$ cat src/rtl/mmio_write_unit_pkg.sv
// Shared constants for the memory-mapped IO region.
// Both the store-side unit and the read mux decode against these addresses.
package mmio_write_unit_pkg;

    // Top two address bits that select the IO region
    localparam logic [1:0]  IO_PREFIX        = 2'b10;

    // Register map of the IO region
    localparam logic [31:0] UART_CTRL_ADDR   = 32'h8000_0000;
    localparam logic [31:0] UART_RX_ADDR     = 32'h8000_0004;
    localparam logic [31:0] UART_TX_ADDR     = 32'h8000_0008;
    localparam logic [31:0] CYC_CNT_ADDR     = 32'h8000_0010;
    localparam logic [31:0] INSTR_CNT_ADDR   = 32'h8000_0014;
    localparam logic [31:0] CNT_RST_ADDR     = 32'h8000_0018;
    localparam logic [31:0] BR_CNT_ADDR      = 32'h8000_001c;
    localparam logic [31:0] CORR_BR_CNT_ADDR = 32'h8000_0020;

    // Default width of the performance counters
    localparam int          CW_DEFAULT       = 32;

    // Register selects use a full 32-bit compare so aliases never hit
    function automatic logic addr_hit(input logic [31:0] addr, input logic [31:0] target);
        return (addr == target);
    endfunction

endpackage

$ cat src/rtl/mmio_write_unit_if.sv
// Bundle of stage-3 IO bus, retirement, UART and counter signals.
// The slave modport is the write unit; the master modport is its environment.
interface mmio_write_unit_if #(
    parameter int CW = 32
);
    logic [31:0]   addr;
    logic [31:0]   wdata;
    logic          io_we;
    logic          io_re;
    logic          instr_retire;
    logic          br_retire;
    logic          br_correct;
    logic          uart_tx_ready;
    logic [7:0]    uart_tx_data_in;
    logic          uart_tx_data_in_valid;
    logic          uart_rx_data_out_ready;
    logic          tx_ready_status;
    logic          tx_overrun;
    logic [CW-1:0] cyc_counter;
    logic [CW-1:0] instr_counter;
    logic [CW-1:0] br_instr_counter;
    logic [CW-1:0] correct_br_counter;

    modport slave (
        input  addr, wdata, io_we, io_re,
        input  instr_retire, br_retire, br_correct,
        input  uart_tx_ready,
        output uart_tx_data_in, uart_tx_data_in_valid, uart_rx_data_out_ready,
        output tx_ready_status, tx_overrun,
        output cyc_counter, instr_counter, br_instr_counter, correct_br_counter
    );

    modport master (
        output addr, wdata, io_we, io_re,
        output instr_retire, br_retire, br_correct,
        output uart_tx_ready,
        input  uart_tx_data_in, uart_tx_data_in_valid, uart_rx_data_out_ready,
        input  tx_ready_status, tx_overrun,
        input  cyc_counter, instr_counter, br_instr_counter, correct_br_counter
    );

endinterface

$ cat src/rtl/mmio_write_unit_perf_counter.sv
// Single performance counter: wraps modulo 2^CW, synchronous clear wins over increment.
module perf_counter #(
    parameter int CW = 32
) (
    input  logic          clk,
    input  logic          rst_n,
    input  logic          inc,
    input  logic          clr,
    output logic [CW-1:0] count
);

    localparam logic [CW-1:0] ONE = {{(CW-1){1'b0}}, 1'b1};

    // Clear has priority so a software reset is never lost to a same-cycle event
    always_ff @(posedge clk or negedge rst_n) begin
        if (!rst_n) begin
            count <= '0;
        end else if (clr) begin
            count <= '0;
        end else if (inc) begin
            count <= count + ONE;
        end
    end

endmodule

$ cat src/rtl/mmio_write_unit.sv
// Store-side half of the IO region: UART TX buffer, RX pop strobe and
// the four performance counters with their software clear.
module mmio_write_unit
    import mmio_write_unit_pkg::*;
#(
    parameter int CW = CW_DEFAULT
) (
    input  logic               clk,
    input  logic               rst_n,
    mmio_write_unit_if.slave   bus
);

    localparam logic [0:0] TX_IDLE    = 1'b0;
    localparam logic [0:0] TX_PENDING = 1'b1;

    logic [0:0] tx_state;
    logic [7:0] tx_data;
    logic       tx_overrun_q;
    logic       tx_store;
    logic       tx_handshake;
    logic       tx_accept;
    logic       cnt_clear;
    logic       correct_inc;
    logic       one_cycle;

    // Decode of the qualified stage-3 access and the TX handshake
    always_comb begin
        tx_store     = bus.io_we && addr_hit(bus.addr, UART_TX_ADDR);
        cnt_clear    = bus.io_we && addr_hit(bus.addr, CNT_RST_ADDR);
        tx_handshake = (tx_state == TX_PENDING) && bus.uart_tx_ready;
        tx_accept    = tx_store && ((tx_state == TX_IDLE) || tx_handshake);
        correct_inc  = bus.br_retire && bus.br_correct;
        one_cycle    = 1'b1;
    end

    // One-entry TX buffer; a store during the draining cycle refills it directly
    always_ff @(posedge clk or negedge rst_n) begin
        if (!rst_n) begin
            tx_state <= TX_IDLE;
            tx_data  <= 8'h00;
        end else if (tx_accept) begin
            tx_state <= TX_PENDING;
            tx_data  <= bus.wdata[7:0];
        end else if (tx_handshake) begin
            tx_state <= TX_IDLE;
        end
    end

    // Sticky flag for a TX store that found the buffer still full
    always_ff @(posedge clk or negedge rst_n) begin
        if (!rst_n) begin
            tx_overrun_q <= 1'b0;
        end else if (tx_store && !tx_accept) begin
            tx_overrun_q <= 1'b1;
        end
    end

    // Outputs toward the UART and the read mux
    always_comb begin
        bus.uart_tx_data_in        = tx_data;
        bus.uart_tx_data_in_valid  = (tx_state == TX_PENDING);
        bus.tx_ready_status        = bus.uart_tx_ready && (tx_state == TX_IDLE);
        bus.tx_overrun             = tx_overrun_q;
        bus.uart_rx_data_out_ready = bus.io_re && addr_hit(bus.addr, UART_RX_ADDR);
    end

    perf_counter #(.CW(CW)) u_cyc_counter (
        .clk   (clk),
        .rst_n (rst_n),
        .inc   (one_cycle),
        .clr   (cnt_clear),
        .count (bus.cyc_counter)
    );

    perf_counter #(.CW(CW)) u_instr_counter (
        .clk   (clk),
        .rst_n (rst_n),
        .inc   (bus.instr_retire),
        .clr   (cnt_clear),
        .count (bus.instr_counter)
    );

    perf_counter #(.CW(CW)) u_br_counter (
        .clk   (clk),
        .rst_n (rst_n),
        .inc   (bus.br_retire),
        .clr   (cnt_clear),
        .count (bus.br_instr_counter)
    );

    perf_counter #(.CW(CW)) u_correct_br_counter (
        .clk   (clk),
        .rst_n (rst_n),
        .inc   (correct_inc),
        .clr   (cnt_clear),
        .count (bus.correct_br_counter)
    );

endmodule

$ cat src/flat_wrapper.sv
// flat-port wrapper written by rule: the top's interface ports become plain ports
module mmio_write_unit_flat import mmio_write_unit_pkg::*;
#(
    parameter int CW = CW_DEFAULT
)
  (clk, rst_n, bus_addr, bus_wdata, bus_io_we, bus_io_re, bus_instr_retire, bus_br_retire, bus_br_correct, bus_uart_tx_ready, bus_uart_tx_data_in, bus_uart_tx_data_in_valid, bus_uart_rx_data_out_ready, bus_tx_ready_status, bus_tx_overrun, bus_cyc_counter, bus_instr_counter, bus_br_instr_counter, bus_correct_br_counter);
  mmio_write_unit_if #(.CW(CW)) bus_i ();
  input  logic clk;
  input  logic rst_n;
  input wire logic [$bits(bus_i.addr)-1:0] bus_addr;
  input wire logic [$bits(bus_i.wdata)-1:0] bus_wdata;
  input wire logic [$bits(bus_i.io_we)-1:0] bus_io_we;
  input wire logic [$bits(bus_i.io_re)-1:0] bus_io_re;
  input wire logic [$bits(bus_i.instr_retire)-1:0] bus_instr_retire;
  input wire logic [$bits(bus_i.br_retire)-1:0] bus_br_retire;
  input wire logic [$bits(bus_i.br_correct)-1:0] bus_br_correct;
  input wire logic [$bits(bus_i.uart_tx_ready)-1:0] bus_uart_tx_ready;
  output wire logic [$bits(bus_i.uart_tx_data_in)-1:0] bus_uart_tx_data_in;
  output wire logic [$bits(bus_i.uart_tx_data_in_valid)-1:0] bus_uart_tx_data_in_valid;
  output wire logic [$bits(bus_i.uart_rx_data_out_ready)-1:0] bus_uart_rx_data_out_ready;
  output wire logic [$bits(bus_i.tx_ready_status)-1:0] bus_tx_ready_status;
  output wire logic [$bits(bus_i.tx_overrun)-1:0] bus_tx_overrun;
  output wire logic [$bits(bus_i.cyc_counter)-1:0] bus_cyc_counter;
  output wire logic [$bits(bus_i.instr_counter)-1:0] bus_instr_counter;
  output wire logic [$bits(bus_i.br_instr_counter)-1:0] bus_br_instr_counter;
  output wire logic [$bits(bus_i.correct_br_counter)-1:0] bus_correct_br_counter;
  assign bus_i.addr = bus_addr;
  assign bus_i.wdata = bus_wdata;
  assign bus_i.io_we = bus_io_we;
  assign bus_i.io_re = bus_io_re;
  assign bus_i.instr_retire = bus_instr_retire;
  assign bus_i.br_retire = bus_br_retire;
  assign bus_i.br_correct = bus_br_correct;
  assign bus_i.uart_tx_ready = bus_uart_tx_ready;
  assign bus_uart_tx_data_in = bus_i.uart_tx_data_in;
  assign bus_uart_tx_data_in_valid = bus_i.uart_tx_data_in_valid;
  assign bus_uart_rx_data_out_ready = bus_i.uart_rx_data_out_ready;
  assign bus_tx_ready_status = bus_i.tx_ready_status;
  assign bus_tx_overrun = bus_i.tx_overrun;
  assign bus_cyc_counter = bus_i.cyc_counter;
  assign bus_instr_counter = bus_i.instr_counter;
  assign bus_br_instr_counter = bus_i.br_instr_counter;
  assign bus_correct_br_counter = bus_i.correct_br_counter;
  mmio_write_unit #(.CW(CW)) u_core (.clk(clk), .rst_n(rst_n), .bus(bus_i));
endmodule
$ cat config.mk
export PLATFORM = sky130hd
export DESIGN_NAME = mmio_write_unit_flat
export DESIGN_NICKNAME = d
export VERILOG_FILES = /design/src/rtl/mmio_write_unit_pkg.sv /design/src/rtl/mmio_write_unit_if.sv /design/src/rtl/mmio_write_unit_perf_counter.sv /design/src/rtl/mmio_write_unit.sv /design/src/flat_wrapper.sv
export SDC_FILE = /design/constraint.sdc
export NUM_CORES = 1
export LEC_CHECK = 0
export CAP_MARGIN = 10
export CORE_MARGIN = 2
export CORE_UTILIZATION = 48
export DETAILED_ROUTE_END_ITERATION = 16
export GPL_TIMING_DRIVEN = 0
export PLACE_DENSITY_LB_ADDON = 0.25
export REMOVE_ABC_BUFFERS = 1
export SYNTH_ARGS = -nofsm -noshare
export SYNTH_HDL_FRONTEND = slang
export SYNTH_HIERARCHICAL = 1
export SYNTH_SLANG_ARGS = --single-unit
$ cat constraint.sdc
create_clock -name clk -period 2.6 [get_ports clk]
set_input_delay 0.52 -clock clk [delete_from_list [all_inputs] [get_ports clk]]
set_output_delay 0.52 -clock clk [all_outputs]
set_load 0.005 [all_outputs]
==> results of run 1 <==
final timing paths:
| path | start | end | slack (ns) | cells past startpoint |
|---|---|---|---|---|
| max | bus_addr[7] | u_core/u_instr_counter/count[25] | -0.11 | 10 |
| max in group asynchronous | rst_n | u_core/u_correct_br_counter/count[15] | 1.76 | 2 |
| max reg2reg | u_core/u_br_counter/count[11] | u_core/u_br_counter/count[29] | 0.26 | 4 |
| min | rst_n | u_core/u_instr_counter/count[7] | 0.01 | 1 |
| min in group clk | u_core/bus.tx_overrun | u_core/bus.tx_overrun | 0.49 | 2 |
| min reg2reg | u_core/bus.tx_overrun | u_core/bus.tx_overrun | 0.49 | 2 |
power by group through the flow:
stage	clock [W]	combinational (W)	sequential, W
5_1_grt	0.00256	0.00122	0.00276
3_5_place_dp	0	0.00106	0.00274
6_report	0.00241	0.00113	0.00273
2_1_floorplan	0	0.000394	0.00271
3_3_place_gp	0	0.00103	0.00274
4_1_cts	0.00244	0.00110	0.00272
layout make-up:
type                            instances  area (sq um)
Tap cell                              184           230
Sequential cell                       138          3450
Inverter                               26          97.6
Clock buffer                           23           498
Clock inverter                          7          90.1
Multi-Input combinational cell        546          3820
Fill cell                            1060          4100
Timing Repair Buffer                  251          2350
stage by stage:
| step | power [W] | instances | utilization | cell area (sq um) |
|---|---|---|---|---|
| floorplan | 0.00310 | 708 | - | 7050 |
| global placement | 0.00376 | 1079 | 0.625 | 9150 |
| detailed placement | 0.00380 | 1091 | 0.636 | 9310 |
| CTS | 0.00626 | 1169 | 0.709 | 10400 |
| global route | 0.00654 | 1175 | 0.720 | 10500 |
| finish | 0.00627 | 1175 | 0.720 | 10500 |
cells by family (layout without fill, tap and decap cells):
kind of cell / Yosys count / after routing / synth area share
simple gates: 316 / 318 / 0.254
flops: 138 / 138 / 0.475
fa+ha+maj: 4 / 4 / 0.00688
buf+inv: 73 / 307 / 0.0446
xor+xnor: 44 / 44 / 0.0530
other cells: 1 / 1 / 0.000516
compound gates: 160 / 160 / 0.138
mux: 19 / 19 / 0.0287
state kept, by name, summed over array words and instances (netlist names):
| signal | count |
|---|---|
| u_core/u_br_counter/count | 32 |
| u_core/bus.uart_tx_data_in_valid | 1 |
| u_core/bus.uart_tx_data_in | 8 |
| u_core/u_cyc_counter/count | 32 |
| u_core/u_instr_counter/count | 32 |
| u_core/u_correct_br_counter/count | 32 |
| u_core/bus.tx_overrun | 1 |
what timing repair did:
item | 4_1_cts | 5_1_grt
hold buffers | 0 | 0
cloned | 2 | 0
setup endpoints to repair | 84 | 52
pin swaps | 51 | 33
buffers inserted | 46 | 10
resized for setup | 142 | 44
cells in the mapped netlist, types with 2 or more instances:
| master | number | area share |
|---|---|---|
| clkbuf_2 | 3 | 0.0021 |
| mux2_2 | 15 | 0.023 |
| nand3_1 | 25 | 0.017 |
| a21oi_1 | 73 | 0.050 |
| nor2_1 | 59 | 0.030 |
| or3_1 | 35 | 0.030 |
| nand4_4 | 4 | 0.012 |
| and4_1 | 15 | 0.018 |
| buf_2 | 7 | 0.0048 |
| mux2i_1 | 4 | 0.0055 |
| nor3_1 | 14 | 0.0096 |
| buf_1 | 6 | 0.0031 |
| o211ai_1 | 3 | 0.0031 |
| dfrtp_1 | 138 | 0.47 |
| nand2_1 | 53 | 0.027 |
| ha_1 | 4 | 0.0069 |
| or4_4 | 2 | 0.0031 |
| clkbuf_1 | 23 | 0.012 |
| o211a_1 | 3 | 0.0041 |
| nor2b_1 | 7 | 0.0060 |
| nor4_1 | 23 | 0.020 |
| buf_6 | 2 | 0.0031 |
| xor2_1 | 16 | 0.019 |
| nand3b_1 | 3 | 0.0031 |
| buf_4 | 6 | 0.0062 |
| o2111ai_4 | 3 | 0.011 |
| xnor2_1 | 28 | 0.034 |
| o21ai_0 | 31 | 0.021 |
| nand4_1 | 21 | 0.018 |
| or4_1 | 47 | 0.049 |
| inv_1 | 26 | 0.013 |
| o31ai_1 | 44 | 0.045 |
metal layers:
layer | vias up | part of all wire | GRT usage
met3 | 30 | 0.053 | 0.0536
li1 | 3256 | - | -
met2 | 248 | 0.50 | 0.413
met1 | 3408 | 0.43 | 0.330
met5 | - | 0 | 0
met4 | 0 | 0.015 | 0.0718
critical path: cells and delay by family:
kind,cells,cell delay [ns]
buffers and inverters,4,0.42
AND/OR/NAND/NOR,4,1.78
AO/OA/AOI/OAI,2,0.31
==> run metrics, run 1 <==
status finished, violations left; failing checks negative setup slack; Final Hold Vio Count 0; most frequent cells in the layout clkdlybuf4s50_1, dfrtp_1, a21oi_1, nor2_1, nand2_1; critical path's largest stage delay 0.54 ns; Worst-Skew Late Latency 0.41 ns; most used cell along the critical path buf_6; Internal Power 0.00451 W; area grow syn2layout 44.9%; area of the mapped netlist 0.00727 sq mm; Crit Path Category in2reg; max frequency 369 MHz; maxcap violations 0; CP endpoint kind flop; worst path required time 2.94 ns; synthesized area per cell 9.63 sq um; DIE HEIGHT 127 microns; pin count of the biggest net entering global routing 98; Clock Path Buffers 2; clk sink count 138; ys flop type dfrtp_1; setup_tns -0.718 ns; final wirelength 20,400 microns; sequential cell area fraction in the yosys report 0.475; hold_ws 0.0123 ns; CTS tree built; P_leak 4.20 nW; Setup Viol. Count Final 18; port bufs 187; Clk network pwr share 0.385; die area 0.0162 sq mm; commonest non-fill, non-tap cell in the layout clkdlybuf4s50_1; Routed Antenna Nets 0; GPL Wtd Cong 0.775; Initial Utilization 0.497; number of flops mapped to enable cells by yosys 0; H-tree depth 4; register bit total from synthesis 138; post-route setup slack -0.106 ns; DR WL/cell 17.4 microns; min Tclk post-route 2.71 ns; RSZ-0062 raised after global routing true; gr ovfl total 0; DRT Pass-1 Iters 7; post-DP HPWL 12,400 microns; HP Class in2async; synth warn 6; Die W 127 microns; pre-CTS WS -1.93 ns; fin. max-slew vios 0; Seq pwr share 0.435; CTS Buf Count 17; Logic pwr share 0.180; Core Area 0.0146 sq mm; first-pass GRT wire length 32,700 microns; Rel. slew slack 0.544; Net Sw Frac 0.280; async set-reset flop share out of synthesis 1.00; Slew @ Worst Pin 0.683 ns; Site Rows 44; Worst Path Arrival 3.05 ns; initial antenna violation count 0; share of cells above drive strength 1 0.191; Post-Syn Instances 755; number of diodes 0; DR vias/cell 5.91; clk slew on worst S/H paths 0.06 ns; drt drc 0; Max FO, Critical Path 7; switching power 0.00176 W; nets@finish 1,056; Clock Skew 0.00873 ns; pwr/cell area 594 mW/mm^2; vias 6,942; initial DRC count 469; crit path max-delay cell type or4b_4; vias in the first global route 6,560; GRT Overall Usage 0.248; I/O pin count 212; Final period util 1.04; Root Buffer clkbuf_16; CP Launch Type input port; number of library cell types mapped by synthesis 44; crit-path cells buf_6, or4b_4, nor3_4, buf_6, buf_6, buf_12, o2111ai_4, or3_4, or4_4, a21oi_2; maximum vdd drop 0.573 mV
(Power assumes the default switching activity.)
==> inputs of run 2 (changes only) <==
--- a/config.mk
+++ b/config.mk
@@ -10,7 +10,8 @@
 export CORE_UTILIZATION = 48
 export DETAILED_ROUTE_END_ITERATION = 16
 export GPL_TIMING_DRIVEN = 0
-export PLACE_DENSITY_LB_ADDON = 0.25
+export HOLD_SLACK_MARGIN = 0.08
+export PLACE_DENSITY = 0.87
 export REMOVE_ABC_BUFFERS = 1
 export SYNTH_ARGS = -nofsm -noshare
 export SYNTH_HDL_FRONTEND = slang
==> run 2 against run 1 <==
Effect of this change:
- the run still ends with negative setup slack left
- count of clock-buffer cells in the layout rose by 3
- combinational power is 6% higher
- clock power rose by 4%
- worst hold slack better by 0.036 ns
- clock skew grew 0.0012 ns
- critical path depth up 3
- sequential cell count unchanged
- sequential share of layout area decreased by 1.7 points
- fmax is 8.5% lower
- utilization is 3.9 points higher
- register-to-register slack worse by 0.25 ns
- largest power group unchanged
==> run metrics, run 2 (synthesis gave the netlist of run 1 again) <==
share of cells above drive strength 1 0.252 (+0.0617); CP endpoint kind flop; HP Class in2async; port bufs 187 (unchanged); Finished Core Util 0.759 (+0.0391); maxcap violations 0 (unchanged); hold_ws 0.0488 ns (+0.0364 ns); Die W 127 microns (unchanged); Final Non-Filler Cells 1,198 (+2.0%); worst path required time 2.93 ns (about the same); pwr/cell area 580 mW/mm^2 (-2.5%); Rel. slew slack 0.521 (-0.0238); gr ovfl total 0 (unchanged); Initial Utilization 0.497 (unchanged); Logic pwr share 0.186 (+0.006); maximum vdd drop 0.550 mV (-4.1%); Root Buffer clkbuf_16; Fill cells 888 (-16%); Total Power 0.00644 W (+2.8%); post-route setup slack -0.359 ns (-0.252 ns); Worst Path Arrival 3.29 ns (+0.24 ns); placed cells 1,091 (unchanged); critical path's largest stage delay 0.54 ns (about the same); most frequent cells in the layout clkdlybuf4s50_1, dfrtp_1, nor2_1, nand2_1; pre-CTS WS -2.56 ns (-0.631 ns); H-tree depth 4 (unchanged); status finished, violations left; Seq pwr share 0.427 (-0.008); final wirelength 24,500 microns (+20%); DR WL/cell 20.5 microns (+18%); Clk network pwr share 0.387 (+0.002); Net Sw Frac 0.285 (+0.00403); most used cell along the critical path buf_6; nets@finish 1,077 (+2.0%); area grow syn2layout 52.8%; vias in the first global route 7,146 (+8.9%); GPL Wtd Cong 0.813 (+5.0%); DRT Pass-1 Iters 6 (-1); Clock Path Buffers 2 (unchanged); die area 0.0162 sq mm (unchanged); Max FO, Critical Path 4 (-3); failing checks negative setup slack; RSZ-0062 raised after global routing true; DR vias/cell 6.30 (+6.7%); area occupied by multi-input gates 0.00414 sq mm (+8.1%); CP Launch Type input port; Final period util 1.14 (+0.0970); clk slew on worst S/H paths 0.06 ns (about the same); Site Rows 44 (unchanged); Worst-Skew Late Latency 0.42 ns (about the same); hold buffer count at cts 0 (unchanged); P_leak 4.51 nW (+7.2%); CTS Buf Count 17 (unchanged); fin. max-slew vios 0 (unchanged); Crit path max-delay family simple AND/OR/NAND/NOR gates; CP Buf/Inv Count 6 (+2); Routed Antenna Nets 0 (unchanged); Final Hold Vio Count 0 (unchanged); Core Area 0.0146 sq mm (unchanged); Crit Path Category in2reg; Setup Viol. Count Final 59 (+41); CTS tree built; Clock Skew 0.00998 ns (+0.00125 ns); number of diodes 0 (unchanged); initial DRC count 782 (+67%); DIE HEIGHT 127 microns (unchanged); register area 0.00345 sq mm (unchanged); post-DP HPWL 12,500 microns (+1.3%); clk sink count 138 (unchanged); GRT Overall Usage 0.277 (+0.0282); first-pass GRT wire length 36,300 microns (+11%); drt drc 0 (unchanged); switching power 0.00183 W (+4.3%); crit-path cells buf_6, nor4_4, nand4_1, nor3_4, buf_6, buf_12, buf_12, o21ai_4, or4_4, buf_6, buf_4, or4_4, a21oi_2; initial antenna violation count 0 (unchanged); commonest non-fill, non-tap cell in the layout clkdlybuf4s50_1; Internal Power 0.00461 W (+2.3%); crit path max-delay cell type or4_4; vias 7,551 (+8.8%); min Tclk post-route 2.96 ns (+0.252 ns); Slew @ Worst Pin 0.719 ns (+0.0357 ns); I/O pin count 212 (unchanged); pin count of the biggest net entering global routing 82 (-16%); max frequency 338 MHz (-8.5%)
==> run 2: through the flow <==
| stage | TNS (ns) | area (sq um) |
|---|---|---|
| detailed placement | -155.41 | 9300 |
| global placement | -2317.15 | 9150 |
| finish | -9.91 | 11100 |
| floorplan | -1015.75 | 7050 |
| global route | -13.31 | 11100 |
| CTS | -14.38 | 10800 |
==> run 2: cell type report <==
type                       count  share of cell area
clock buffer                  26              0.0476
tap                          184              0.0207
multi-input combinational    548               0.372
sequential                   138               0.311
timing repair buffer         270               0.233
clock inverter                 6             0.00743
inverter                      26             0.00878
==> run 2: timing repair <==
action / CTS / global route
setup buffers: 63 / 20
pin swaps: 61 / 56
setup endpoints to repair: 106 / 85
cloned: 4 / 0
resized for setup: 189 / 83
==> run 2: final timing paths <==
kind                                                         endpoint  cells past startpoint                                  start  slack (ns)
worst min-delay path            u_core/u_correct_br_counter/count[17]                      1                                  rst_n        0.05
min in group clk                        u_core/bus.uart_tx_data_in[0]                      1          u_core/bus.uart_tx_data_in[0]        0.51
worst min register to register          u_core/bus.uart_tx_data_in[0]                      1          u_core/bus.uart_tx_data_in[0]        0.51
worst max-delay path            u_core/u_correct_br_counter/count[23]                     13                           bus_addr[23]       -0.36
worst max register to register  u_core/u_correct_br_counter/count[23]                      6  u_core/u_correct_br_counter/count[16]        0.01
max in group asynchronous             u_core/u_instr_counter/count[9]                      2                                  rst_n        1.73
==> run 2: worst register-to-register path: cells and delay by family (launching register included) <==
family	cells	cell delay, ns
buf+inv	2	0.27
compound gates	1	0.21
flops	1	0.50
simple gates	3	1.53
==> run 2: power groups by stage <==
stage                     clock, W  combinational, W  sequential [W]
after CTS                  0.00251           0.00112         0.00273
after global placement           0          0.000988         0.00275
final                      0.00250           0.00120         0.00275
after floorplan                  0          0.000394         0.00271
after detailed placement         0           0.00103         0.00275
after global routing       0.00263           0.00130         0.00279
==> run 2: routing by layer <==
layer / track usage / part of all wire / wire length (microns)
met5: 0 / 0 / 0
met4: 0.112 / 0.032 / 786
met3: 0.0674 / 0.075 / 1830
met2: 0.464 / 0.50 / 12200
met1: 0.346 / 0.39 / 9670
